## src/rtl/adc_window_averager.sv

```systemverilog
// Windowed mean/min/max of ADC samples captured on the falling edge of the driver's busy flag.
// Non-overlapping windows of 2^LOG2N samples; results are published with a one-cycle valid strobe.
module adc_window_averager #(
    parameter int BITS  = 16,
    parameter int LOG2N = 4
) (
    input  logic            clk,
    input  logic            rst,
    input  logic            busy,
    input  logic [BITS-1:0] data,
    input  logic            clr,
    output logic [BITS-1:0] avg,
    output logic [BITS-1:0] vmin,
    output logic [BITS-1:0] vmax,
    output logic            valid,
    output logic [LOG2N:0]  fill
);

    localparam int ACC_W = BITS + LOG2N;
    localparam logic [LOG2N:0] LAST = (LOG2N+1)'((1 << LOG2N) - 1);
    localparam logic [LOG2N:0] ONE  = (LOG2N+1)'(1);

    function automatic logic [BITS-1:0] umin(input logic [BITS-1:0] a, input logic [BITS-1:0] b);
        return (a < b) ? a : b;
    endfunction

    function automatic logic [BITS-1:0] umax(input logic [BITS-1:0] a, input logic [BITS-1:0] b);
        return (a > b) ? a : b;
    endfunction

    // Divide by the window length with plain truncation; the sum cannot exceed ACC_W bits.
    function automatic logic [BITS-1:0] mean_trunc(input logic [ACC_W-1:0] a);
        return a[ACC_W-1 -: BITS];
    endfunction

    logic             busy_q;
    logic [LOG2N:0]   cnt;
    logic [ACC_W-1:0] acc;
    logic [BITS-1:0]  mn;
    logic [BITS-1:0]  mx;

    logic             strobe;
    logic             first;
    logic             closing;
    logic [ACC_W-1:0] acc_nxt;
    logic [BITS-1:0]  mn_nxt;
    logic [BITS-1:0]  mx_nxt;

    // Stage 0: edge detect and next window state, all combinational from the current sample
    always_comb begin
        strobe  = busy_q & ~busy;
        first   = (cnt == '0);
        closing = (cnt == LAST);
        acc_nxt = first ? ACC_W'(data) : acc + ACC_W'(data);
        mn_nxt  = first ? data : umin(mn, data);
        mx_nxt  = first ? data : umax(mx, data);
    end

    // Stage 1: window registers and published results
    always_ff @(posedge clk) begin
        if (rst) begin
            busy_q <= 1'b0;
            cnt    <= '0;
            acc    <= '0;
            mn     <= '0;
            mx     <= '0;
            avg    <= '0;
            vmin   <= '0;
            vmax   <= '0;
            valid  <= 1'b0;
        end else begin
            busy_q <= busy;
            valid  <= 1'b0;
            if (clr) begin
                cnt <= '0;
            end else if (strobe) begin
                acc <= acc_nxt;
                mn  <= mn_nxt;
                mx  <= mx_nxt;
                if (closing) begin
                    avg   <= mean_trunc(acc_nxt);
                    vmin  <= mn_nxt;
                    vmax  <= mx_nxt;
                    valid <= 1'b1;
                    cnt   <= '0;
                end else begin
                    cnt <= cnt + ONE;
                end
            end
        end
    end

    assign fill = cnt;

endmodule

```

## config.mk

```make
export PLATFORM = sky130hd
export DESIGN_NAME = adc_window_averager
export DESIGN_NICKNAME = d
export VERILOG_FILES = /design/src/rtl/adc_window_averager.sv
export SDC_FILE = /design/constraint.sdc
export NUM_CORES = 1
export LEC_CHECK = 0
export CAP_MARGIN = 40
export CELL_PAD_IN_SITES_DETAIL_PLACEMENT = 0
export CELL_PAD_IN_SITES_GLOBAL_PLACEMENT = 2
export CORE_ASPECT_RATIO = 2
export CORE_MARGIN = 2
export CORE_UTILIZATION = 29
export DETAILED_ROUTE_END_ITERATION = 12
export GPL_TIMING_DRIVEN = 1
export PLACE_DENSITY = 0.76
export SYNTH_ARGS = -nofsm -noshare
export SYNTH_HDL_FRONTEND = slang
export SYNTH_SLANG_ARGS = --single-unit
```

## constraint.sdc

```tcl
create_clock -name clk -period 2.5 [get_ports clk]
set_input_delay 0.5 -clock clk [delete_from_list [all_inputs] [get_ports clk]]
set_output_delay 0.5 -clock clk [all_outputs]
set_load 0.01 [all_outputs]
```

[Word-level counts from Yosys, hierarchy flattened]
Index checks and enable logic that the tools add are counted.
W data, S select, Z words.
Operators by class
  add/sub/neg operators: 2
  multiply operators: 0
  divide/modulo/power cells: 0
  magnitude comparators: 2
  eq/ne operators: 1
  shift operators: 0
  mux-type cells: 7
  bitwise operators: 4
  reductions and logical operators: 5
Operators by type and width (number)
  $mux W16: 4
  $add A20 B16 Y20: 1
  $mux W20: 1
  $gt A16 B16 Y1: 1
  $lt A16 B16 Y1: 1
  $add A5 B1 Y5 const B: 1
  $eq A5 B4 Y1 const B: 1
  $logic_not A5 Y1: 1
  $mux W5: 1
  $not A1 Y1: 3
  $reduce_and A3 Y1: 1
  $reduce_or A3 Y1: 1
  $reduce_and A2 Y1: 1
  $reduce_or A2 Y1: 1
  $and A1 B1 Y1: 1
  $mux W1: 1
Word-level totals
  register bits after elaboration: 107
  latch bits: 0
  bits in writable memories: 0
  memory bits (read-only): 0
  bits of input ports: 20
  output and inout bits: 54
  memories kept: 0

[Depth between registers and ports, before layout]
Gate-level depths: netlist of run 1.
  word-level depth: 4
  depth in mapped cells: 11
  depth with buffers taken out: 10

[Worst setup path after synthesis of run 1]
OpenSTA, ideal clock, no wires.
  path type: input to register
  start: input data[0]
  end: register acc[18]
  setup time: 0.074 ns
  data arrival time: 2.476 ns
  data required time: 2.426 ns
  path slack: -0.050 ns
  cell stages on the path: 10
  buffers on the path: 0
  path through: ha_1 -> inv_1 -> fa_1 -> nand2b_1 -> a211oi_1 -> a2111oi_2 -> o21ai_2 -> nand3_2 -> or3_1 -> a31oi_1
Between the ends
  word-level cells in the longest chain between the ends: 2
RTL lines
  start: declaration: RTL line 10  | input logic [BITS-1:0] data,
  $add A20 B16 Y20: RTL line 54  | acc_nxt = first ? ACC_W'(data) : acc + ACC_W'(data);
  $mux W20: RTL line 54
  end signal: assignment: RTL line 77  | acc <= acc_nxt;
  end: declaration: RTL line 38  | logic [ACC_W-1:0] acc;
No other way between the ends.
A chain may end at the register's enable or synchronous reset.

[Final worst setup path of run 1]
  start: input data[1]
  end: register acc[17]
The elaborated chain is that of the path after synthesis.

==> results by group, run 1 <==
Die
  – Die width: ~100 um
  – FP Rows: 73
  – Core area: between 0.015 and 0.02 mm2
  – # IOs: between 70 and 80
  – Die area: about 0.021 mm2
  – Chip Height: between 200 and 250 um
  – Initial Util: around 29%

Logic synthesis
  – Mean post-synth cell area: 7.74 um2
  – Post-synth EDFFs: 0
  – YS warnings: 0
  – Netlist cell types: 55
  – #FFs+latches synth: roughly 110
  – Sequential share of the synthesized area: a little under two fifths
  – Top_reg_cell synth: dfxtp_1
  – Mapped Area: roughly 0.0058 mm2
  – Post-Syn Instances: 745
  – Net Count, Synth: roughly 820
  – Fraction of registers with async set or reset after synthesis: 0%

Critical path
  – Critical path class: input port to register
  – Critical Path End Type: register
  – Crit Path Max Fanout: 4
  – CP arrival: 2.68 ns
  – Startpoint types: input port
  – Crit path required time: roughly 2.8 ns

Cells and area
  – Layout cells sized above 1: 24.3%
  – Footprint of the multi-input gates: approximately 0.0037 mm2
  – Fill cells: around 2,100
  – Final nets: around 1,000
  – Layout area overhead: 45.5%
  – Non-filler cells, final: 1,189
  – Diode count: 0
  – FF+latch area: roughly 0.0021 mm2

Clock network
  – CTS Root Cell: clkbuf_16
  – Worst skew pair latency: ~0.37 ns
  – Max clock buf depth: 2
  – H-Tree Level Count: 3
  – Worst-path clk slew: about 0.070 ns
  – Hold Buf Count CTS: 0
  – CTS Buf Count: 9
  – CTS tree: built
  – Clock tree sinks: roughly 110

Drt
  – Vias per cell: around 5
  – Vias: 5,899
  – Routed WL: between 15,000 and 20,000 um
  – Residual DRC count: 0
  – DRT iter0 DRCs: 137
  – Avg WL per Cell: 16.7 um
  – DRT antenna net count: 0
  – First-pass iteration count of the detailed router: 4

Global routing
  – Number of global-route vias before repair: 6,077
  – GRT Total Usage: approximately a fifth
  – Pin count of the biggest net entering global routing: 86
  – Initial antenna violation count: 0
  – First-pass GRT wire length: around 31,000 um
  – Total grt overflow: 0

Placement
  – Hpwl dp: between 10,000 and 15,000 um
  – Routability-driven placement congestion ratio: 0.921
  – Buffers on Ports: 73
  – Cells after DPL: ~1,200

Flow run
  – Max cap viols: 0

Run status
  – Status: completed

STA
  – Clk_skew: about 0.0082 ns
  – Max frequency: 413 MHz
  – Max_slew headroom: 45.0%
  – Final Cycle Share: between 90% and 100%
  – Worst hold margin: 0.458 ns
  – Worst-Margin Slew: about 0.83 ns
  – RSZ-0062 raised after global routing: true
  – Max Slew Vio Count: 0
  – Fin crit period: 2.42 ns
  – Final setup viols: 0
  – Fin. Hold Viols: 0
  – Final TNS setup: 0 ns

Power
  – Total power: around 3.9 mW
  – P per Cell Area: between 400 and 500 mW/mm2
  – Peak VDD IR: approximately 0.26 mV
  – Leakage: about 3.4 nW

Worst hold path
  – Hold Path Class: register to register
path summary, 6_finish.rpt:
kind / startpoint / endpoint / slack, ns / cells after the start
setup / recovery: data[1] / acc[17] / 0.08 / 9
hold reg to reg: avg[4] / avg[4] / 0.46 / 2
setup reg to reg: mx[11] / mx[1] / 0.12 / 12
hold / removal: avg[4] / avg[4] / 0.46 / 2
through the flow:
stage | cell area [um2] | util, % | worst slack, ns
final | 8390 | 42.5 | 0.0794
after global routing | 8390 | 42.5 | -0.00734
after CTS | 8280 | 42.0 | 0.00879
after detailed placement | 7660 | 38.8 | -0.762
after global placement | 7660 | 38.8 | -0.756
after floorplan | 5770 | - | 0.0207
worst max-delay path, cell delays in order:
cell	delay (ns)
dlygate4sd2_1	0.27
ha_1	0.28
a21o_1	0.15
nand4_1	0.19
a211o_4	0.43
o2111ai_4	0.26
a41o_4	0.28
nor3_1	0.05
a211o_1	0.27
repair_timing:
action | 4_1_cts | 5_1_grt
pin swaps | 21 | 8
hold endpoints to repair | 0 | 0
setup endpoints to repair | 91 | 39
cloned | 0 | 0
setup buffers | 9 | 4
resized for setup | 69 | 38
state kept, by name, summed over array words and instances, names as in the netlist:
name / cells
acc: 20
avg: 16
mn: 16
mx: 16
vmax: 16
vmin: 16
fill: 5
busy_q: 1
valid: 1
cells in the final DEF, fill, tap and decap left out, types with 7 or more instances in the layout:
master	netlist	layout
a21o_1	8	8
clkdlybuf4s50_1	0	56
nand3_1	17	15
inv_1	27	16
clkbuf_16	0	9
ha_4	0	7
inv_2	0	11
xnor2_1	9	8
nor2_1	56	54
ha_1	49	39
buf_4	1	126
a211oi_1	19	15
nor3_1	12	12
a21oi_2	0	10
o21ai_0	71	69
nand2_1	127	125
dfxtp_1	107	107
a21oi_1	123	111
metal layers:
layer	part of all wire, %	global-route usage [%]
met5	0	0
met2	55	37.3
met3	2.3	2.81
met1	38	19.1
met4	4.4	10.1
logic make-up after synthesis:
| kind of cell | synth area share, % |
|---|---|
| flops | 37.1 |
| compound gates | 26.6 |
| mux | 0.347 |
| xor+xnor | 2.28 |
| buf+inv | 4.84 |
| simple gates | 17.9 |
| fa+ha+maj | 11.0 |
synth_stat cells (all sizes together) (2+ instances only):
master   count  area (um2)
a21oi      123         616
and3         2        12.5
nor3        12        60.1
mux2i        2        20.0
nor2        57         221
or3          2        12.5
a211oi      19         143
a21o         9        68.8
a211o        3        26.3
xnor2        9        78.8
dfxtp      107        2140
clkbuf      29         109
buf         14        68.8
nand2b       5        31.3
nand3       18        95.1
a22oi        3        22.5
and2         2        12.5
nand4        6        37.5
inv         27         101
ha          49         613
nor2b        3        18.8
nand2      127         477
a41oi        3        26.3
o211ai       4        30.0
a31oi        6        52.6
o31a         2        17.5
o31ai        5        47.5
o2111ai      3        32.5
xor2         6        52.6
o21ai       73         369
layout make-up:
type                       instances  share of cell area, %
sequential                       107                   25.5
clock buffer                      12                   3.06
timing repair buffer             211                   21.6
inverter                          27                   1.21
tap                              262                   3.91
multi-input combinational        568                   43.9
clock inverter                     2                  0.716
where the power goes:
group	internal, mW	switching (mW)	total (mW)
sequential	1.72	0.0167	1.74
combinational	0.262	0.311	0.573
clock	0.923	0.654	1.58
Note: power is estimated with default switching activity, not from simulation.
==> run 2, diff against run 1 <==
Settings changed: CAP_MARGIN 40 to 0.
==> results of run 2 <==
Final layout, timing and power as in run 1 (identical DEF).
